## config.mk

```make
export PLATFORM = sky130hd
export DESIGN_NAME = spi_slave_regs
export DESIGN_NICKNAME = d
export VERILOG_FILES = /design/src/rtl/spi_slave_regs.sv
export SDC_FILE = /design/constraint.sdc
export NUM_CORES = 1
export LEC_CHECK = 0
export ABC_CLOCK_PERIOD_IN_PS = 4000
export CORE_MARGIN = 2
export CORE_UTILIZATION = 45
export DETAILED_ROUTE_END_ITERATION = 10
export HOLD_SLACK_MARGIN = 0.03
export PLACE_DENSITY = 0.75
export SLEW_MARGIN = 5
export SYNTH_ARGS = -nofsm -noshare
export SYNTH_HDL_FRONTEND = slang
export SYNTH_SLANG_ARGS = --single-unit
```

## constraint.sdc

```tcl
create_clock -name clk -period 4 [get_ports clk]
set_input_delay 0.8 -clock clk [delete_from_list [all_inputs] [get_ports clk]]
set_output_delay 0.8 -clock clk [all_outputs]
set_load 0.005 [all_outputs]
```

## src/rtl/spi_slave_regs.sv

```systemverilog
// SPI mode-0 slave register bank, all pins oversampled in the clk domain.
// Define SPI_SLAVE_READBACK_EN to return register contents on miso; otherwise miso is tied low.
module spi_slave_regs #(
   parameter int unsigned NSCRATCH = 4
) (
   input  logic        clk,
   input  logic        reset,
   input  logic        ss,
   input  logic        sclk,
   input  logic        mosi,
   output logic        miso,
   input  logic [15:0] gpio_in1,
   input  logic [15:0] gpio_in2,
   output logic [15:0] gpio_out1,
   output logic [15:0] gpio_out2,
   output logic        wr_stb,
   output logic        frame_err
);

   localparam int unsigned NS = (NSCRATCH > 0) ? NSCRATCH : 1;

   typedef enum logic [2:0] {StIdle, StCmd, StData, StWait, StErr} state_e;

   state_e state_q, state_d;
   logic [2:0] ss_sync, sclk_sync;
   logic [1:0] mosi_sync;
   logic [4:0] cnt_q, cnt_d;
   logic [7:0] cmd_q, cmd_d;
   logic [15:0] data_q, data_d;
   logic [15:0] out1_q, out1_d, out2_q, out2_d;
   logic [NS-1:0][15:0] scratch_q, scratch_d;
   logic wr_stb_q, wr_stb_d, frame_err_q, frame_err_d;
   logic load_rd;

   // Sync chains reset low so a held-low ss after reset cannot look like a fresh fall.
   logic ss_rise, ss_fall, sclk_rise, mosi_s;
   assign ss_rise   = ss_sync[1] & ~ss_sync[2];
   assign ss_fall   = ~ss_sync[1] & ss_sync[2];
   assign sclk_rise = sclk_sync[1] & ~sclk_sync[2];
   assign mosi_s    = mosi_sync[1];

   assign gpio_out1 = out1_q;
   assign gpio_out2 = out2_q;
   assign wr_stb    = wr_stb_q;
   assign frame_err = frame_err_q;

   always_ff @(posedge clk or posedge reset) begin
      if (reset) begin
         ss_sync     <= '0;
         sclk_sync   <= '0;
         mosi_sync   <= '0;
         state_q     <= StIdle;
         cnt_q       <= '0;
         cmd_q       <= '0;
         data_q      <= '0;
         out1_q      <= '0;
         out2_q      <= '0;
         scratch_q   <= '0;
         wr_stb_q    <= 1'b0;
         frame_err_q <= 1'b0;
      end else begin
         ss_sync     <= {ss_sync[1:0], ss};
         sclk_sync   <= {sclk_sync[1:0], sclk};
         mosi_sync   <= {mosi_sync[0], mosi};
         state_q     <= state_d;
         cnt_q       <= cnt_d;
         cmd_q       <= cmd_d;
         data_q      <= data_d;
         out1_q      <= out1_d;
         out2_q      <= out2_d;
         scratch_q   <= scratch_d;
         wr_stb_q    <= wr_stb_d;
         frame_err_q <= frame_err_d;
      end
   end

   always_comb begin
      state_d     = state_q;
      cnt_d       = cnt_q;
      cmd_d       = cmd_q;
      data_d      = data_q;
      out1_d      = out1_q;
      out2_d      = out2_q;
      scratch_d   = scratch_q;
      wr_stb_d    = 1'b0;
      frame_err_d = 1'b0;
      load_rd     = 1'b0;
      unique case (state_q)
         StIdle: begin
            if (ss_fall) begin
               state_d = StCmd;
               cnt_d   = '0;
            end
         end
         StCmd: begin
            if (ss_rise) begin
               frame_err_d = 1'b1;
               state_d     = StIdle;
            end else if (sclk_rise) begin
               cmd_d = {cmd_q[6:0], mosi_s};
               cnt_d = cnt_q + 5'd1;
               if (cnt_q == 5'd7) begin
                  state_d = StData;
                  load_rd = 1'b1;
               end
            end
         end
         StData: begin
            if (ss_rise) begin
               frame_err_d = 1'b1;
               state_d     = StIdle;
            end else if (sclk_rise) begin
               data_d = {data_q[14:0], mosi_s};
               cnt_d  = cnt_q + 5'd1;
               if (cnt_q == 5'd23) state_d = StWait;
            end
         end
         StWait: begin
            if (ss_rise) begin
               state_d = StIdle;
               if (cmd_q[7]) begin
                  if (cmd_q[6:0] == 7'h00) begin
                     out1_d   = data_q;
                     wr_stb_d = 1'b1;
                  end
                  if (cmd_q[6:0] == 7'h01) begin
                     out2_d   = data_q;
                     wr_stb_d = 1'b1;
                  end
                  for (int unsigned i = 0; i < NSCRATCH; i++) begin
                     if (cmd_q[6:0] == 7'(4 + i)) begin
                        scratch_d[i] = data_q;
                        wr_stb_d     = 1'b1;
                     end
                  end
               end
            end else if (sclk_rise) begin
               state_d = StErr;
            end
         end
         StErr: begin
            if (ss_rise) begin
               frame_err_d = 1'b1;
               state_d     = StIdle;
            end
         end
         default: state_d = StIdle;
      endcase
   end

`ifdef SPI_SLAVE_READBACK_EN
   logic sclk_fall;
   logic [7:0] cmd_nx;
   logic [15:0] rd_word, rd_sr_q, rd_sr_d;
   logic miso_q, miso_d;

   assign sclk_fall = ~sclk_sync[1] & sclk_sync[2];
   assign cmd_nx    = {cmd_q[6:0], mosi_s};
   assign miso      = miso_q;

   // Read mux is evaluated with the command as it completes on the 8th rise.
   always_comb begin
      rd_word = '0;
      if (!cmd_nx[7]) begin
         case (cmd_nx[6:0])
            7'h00:   rd_word = out1_q;
            7'h01:   rd_word = out2_q;
            7'h02:   rd_word = gpio_in1;
            7'h03:   rd_word = gpio_in2;
            default: rd_word = '0;
         endcase
         for (int unsigned i = 0; i < NSCRATCH; i++) begin
            if (cmd_nx[6:0] == 7'(4 + i)) rd_word = scratch_q[i];
         end
      end
   end

   always_comb begin
      rd_sr_d = rd_sr_q;
      miso_d  = miso_q;
      if (load_rd) begin
         rd_sr_d = rd_word;
      end else if (state_q == StData && sclk_fall) begin
         miso_d  = rd_sr_q[15];
         rd_sr_d = {rd_sr_q[14:0], 1'b0};
      end
      if (state_d != StData) miso_d = 1'b0;
   end

   always_ff @(posedge clk or posedge reset) begin
      if (reset) begin
         rd_sr_q <= '0;
         miso_q  <= 1'b0;
      end else begin
         rd_sr_q <= rd_sr_d;
         miso_q  <= miso_d;
      end
   end
`else
   logic unused_rd;
   assign unused_rd = ^{gpio_in1, gpio_in2, load_rd};
   assign miso      = 1'b0;
`endif

endmodule

```

* Yosys cells after proc, flatten, opt, wreduce, memory -nomap -nowiden *
Index checks and enable logic that the tools add are counted.

storage, ports and cells
  register bits after elaboration = 74
  output and inout port bits = 35

operators by class
  add/sub/neg operators = 1
  eq/ne operators = 20
  mux-type cells = 26
  bitwise gates (word level) = 7
  reduce and logical (&&, ||, !) cells = 11

operator list
  operator             count
  $mux 3               10
  $eq 7x3->1 const B   4
  $mux 5               3
  $ne 3x3->1 const B   5
  $pmux 3 s5           1
  $reduce_and 4->1     3
  $mux 1               11
  $pmux 5 s2           1
  $eq 7x1->1 const B   1
  $logic_not 7->1      1
  $reduce_and 7->1     1
  $eq 3x2->1 const B   2
  $ne 2x2->1 const B   3
  $reduce_and 3->1     2
  $add 5x1->5 const B  1
  $eq 5x3->1 const B   1
  $eq 5x5->1 const B   1
  $not 1->1            4
  $and 1x1->1          3
  $eq 3x1->1 const B   1
  $eq 3x3->1 const B   1
  $logic_not 3->1      1
  $reduce_or 3->1      1
  $ne 2x1->1 const B   1
  other kinds (2)      2

* Depth between registers and ports, before layout *
  depth after elaboration = 10
  mapped depth = 7
  gate-level depth less buffers = 5

* Least setup slack after synthesis *
OpenSTA, ideal clock, no wires.

  path kind = register to register
  start point = reg cmd_q[3]
  end point = reg out2_q[0], in the netlist gpio_out2[0]
  library setup time = 125 ps
  arrival time = 2348 ps
  required time = 3875 ps
  path slack = 1527 ps
  stages on the path, launching flop included = 7
  buffers on the path = 2
  period minus slack after synthesis = 2473 ps
  path through = dfrtp_1 or4b_1 or4_4 or4b_4 buf_6 buf_12 mux2_4

between the ends
  cells in the longest elaborated chain, start to end = 2

ends and longest elaborated chain
  item                               RTL line  text
  start: declaration                 28        logic [7:0] cmd_q, cmd_d;
  start signal: assignment           67        cmd_q <= cmd_d;
  $eq 7x1->1                         126       if (cmd_q[6:0] == 7'h01) begin
  $reduce_and 4->1 (no source line)  --
  end signal: assignment             70        out2_q <= out2_d;
  end: declaration                   30        logic [15:0] out1_q, out1_d, out2_q, out2_d;

No other way between the ends.
A chain may end at the register's enable or synchronous reset.

* Final worst setup path *
Ends and elaborated chain as after synthesis.

==> flow_summary.json <==
{
  "syn_area_um2": 3000,
  "ys_seq_elements": 74,
  "total_power_mw": 1.41,
  "rows": 29,
  "synth_seq_area_share_pct": 61.7,
  "crit_type": "reg2reg",
  "ant_nets": 0,
  "synth_area_leader_cell": "dfrtp_1",
  "core_um2": 6390,
  "crit_cells": 4,
  "nets": 284,
  "fp.dieArea_um2": 7340,
  "min_path_cells": 0,
  "ioPinCount": 72,
  "yosys_warnings": 0,
  "postSynthCellCount": 204,
  "synth_nets": 242,
  "syn_avg_cell_area_um2": 14.7,
  "clockBufferDepth": 2,
  "fp.dieH_um": 85.7,
  "ys_types": 39,
  "critical_path.endpoint_type": "flop",
  "worstPathMaxFanout": 16,
  "dieWidth_um": 85.7,
  "rr_worst_depth": 4,
  "initial_core_util_pct": 47.0,
  "antenna_found_initial": 0,
  "min_from": "sclk_sync[0]",
  "clkSlewWorstSetupHoldPaths_ns": 0.07,
  "critical-path-max-stage-delay_ns": 0.67,
  "final_max_slew_viol_count": 0,
  "synthTopCellsByArea": "dfrtp_1, mux2_2, mux2_4",
  "hold_buffers": 0,
  "grt_pass1_vias": 1709,
  "drive_above_1_share_pct": 31.2,
  "routed_wl_um": 4930,
  "crit_chain": "or4b_1, or4_4, or4b_4, mux2_4",
  "route.detailed.drc": 0,
  "drtPass1Iterations": 4,
  "clock.fmax_ghz": 0.394,
  "relSlewSlack_pct": 41.4,
  "worstReg2RegStart": "cmd_q[3]",
  "cts_buffers": 9,
  "p_leak_nw": 1.72,
  "syn2layout_area_growth_pct": 21.0,
  "dp_hpwl_um": 3290,
  "cts_resized": 0,
  "reg2reg_to": "gpio_out2[0]",
  "routabilityCongestion": 0.771,
  "fin_skew_ns": 0.00793,
  "wl_per_cell_um": 15.1,
  "grt_max_degree": 28,
  "dp_slack_ns": 1.47,
  "yosys.area.top_type_share_pct": 61.7,
  "slowest_stage": "or4b_4",
  "crit_arrival_ns": 2.76,
  "setup_viol": 0,
  "fin_tns_setup_ns": 0,
  "holdPathEnd": "sclk_sync[1]",
  "drt_iter0_markers": 56,
  "synth_edf_count": 0,
  "finalHoldViolations": 0,
  "synthArstFlopShare_pct": 100,
  "cts_root_buf": "clkbuf_8",
  "rsz0062_at_grt": "false",
  "cellPowerDensity_nw_per_um2": 388,
  "portBuffers": 38,
  "timing.final.crit_share_pct": 63.5,
  "grtUsageTotal_pct": 14.9,
  "clock_sinks": 74,
  "post-cts-setup-buffer-count": 0,
  "path_buf_inv": 0,
  "vias": 1755,
  "cp_top_family": "simple AND/OR/NAND/NOR gates",
  "insertion_delay_ns": 0.34,
  "drv_cap": 0,
  "worstMarginPinSlew_ns": 0.877,
  "ff2ff_setup_slack_ns": 1.46,
  "finalNonFillerCells": 327,
  "post-place-cells": 312,
  "grt_pass1_wl_um": 8290,
  "hold_class": "reg2reg",
  "peakVddDrop_v": 0.000237,
  "status": "finished, final reports clean",
  "cts_tree": "built",
  "n_antenna_cell": 0,
  "worst_slack_ns": 1.46,
  "startpoint_type": "flop",
  "grt_overflow": 0,
  "htreeDepth": 3,
  "crit_required_ns": 4.22,
  "avgViaCountPerCell": 5.37,
  "ys.flop_type": "dfrtp_1",
  "min_period_ns": 2.54
}
cell usage after synthesis (3+ instances only):
cell type  instances
nand2_1            8
clkbuf_1           4
mux2_2            46
nand2b_1           5
nand3_1            3
o31ai_1            4
o21ai_0            3
dfrtp_1           74
a21oi_1            3
mux2_4            10
nor2_1             3
inv_1              4
layout make-up:
| type | instances | area, µm² |
|---|---|---|
| flip-flops and latches | 74 | 1850 |
| fillers | 510 | 2760 |
| multi-input cells | 116 | 1070 |
| clock inverters | 5 | 55.1 |
| repair buffers | 41 | 403 |
| clock buffers | 10 | 138 |
| well taps | 77 | 96.3 |
| inverters | 4 | 15.0 |
worst register-to-register path, stage by stage, from the launching register on:
cell and delay, ns:
dfrtp_1 0.40, or4b_1 0.53, or4_4 0.47, or4b_4 0.67, mux2_4 0.36
report_power, final:
part           switching [mW]  internal, mW  total [mW]  leakage (nW)
Clock                   0.263         0.299       0.562        0.0941
Sequential             0.0246         0.767       0.791          1.01
Combinational          0.0310        0.0250      0.0560         0.613
Total                   0.318          1.09        1.41          1.72
state kept, by name (all words and copies together), names as in the netlist:
name,count
cnt_q,5
cmd_q,8
sclk_sync,3
wr_stb,1
gpio_out1,16
ss_sync,3
gpio_out2,16
data_q,16
mosi_sync,2
state_q,3
frame_err,1
how the worst max path moves through the flow:
stage	start	endpoint	slack [ns]
6_report	cmd_q[3]	gpio_out2[0]	1.46
5_1_grt	cmd_q[3]	gpio_out2[1]	1.43
4_1_cts	cmd_q[3]	gpio_out2[0]	1.46
3_5_place_dp	cmd_q[3]	gpio_out2[5]	1.47
3_3_place_gp	cmd_q[3]	gpio_out2[2]	1.50
2_1_floorplan	reset	cmd_q[0]	1.32
cell families after synthesis:
kind of cell	after synthesis	share of synthesized area [%]
flops	74	61.7
fa+ha+maj	1	0.417
other cells	1	0.125
simple gates	37	7.63
mux	58	22.9
xor+xnor	1	0.292
buf+inv	14	2.88
compound gates	18	4.00
through the flow:
step,instance area [µm²],hold slack [ns],util [%]
detailed placement,3440,0.335,53.8
global placement,3440,0.333,53.8
floorplan,3000,0.331,-
global route,3630,0.356,56.8
finish,3630,0.350,56.8
CTS,3630,0.353,56.8
placed cells by master (no fill, tap or decap), types with 2 or more instances in the layout:
| cell type | n |
|---|---|
| o21ai_0 | 3 |
| nor3_1 | 2 |
| a21oi_1 | 3 |
| nor2_1 | 3 |
| nand3_1 | 3 |
| nand2_1 | 8 |
| or4_1 | 2 |
| mux2_4 | 10 |
| dfrtp_1 | 74 |
| nand2b_1 | 5 |
| nor3b_1 | 2 |
| mux2_2 | 46 |
| o31ai_1 | 4 |
| clkbuf_8 | 10 |
| mux2i_1 | 2 |
| clkinv_2 | 2 |
| inv_1 | 3 |
| nor2b_1 | 2 |
| o22ai_1 | 2 |
| clkinvlp_4 | 2 |
| clkdlybuf4s50_1 | 38 |
| and3_1 | 2 |
| buf_4 | 3 |
| a21boi_0 | 2 |
routing by layer:
metal	part of all wire [%]	routed length, µm	vias up	GRT usage [%]
met4	1.9	92	0	6.49
met5	0	0	-	0
met3	4.0	198	9	4.72
met2	47	2320	40	22.7
li1	-	-	812	-
met1	47	2320	894	19.7
No activity file was read; power rests on OpenSTA's default activity.
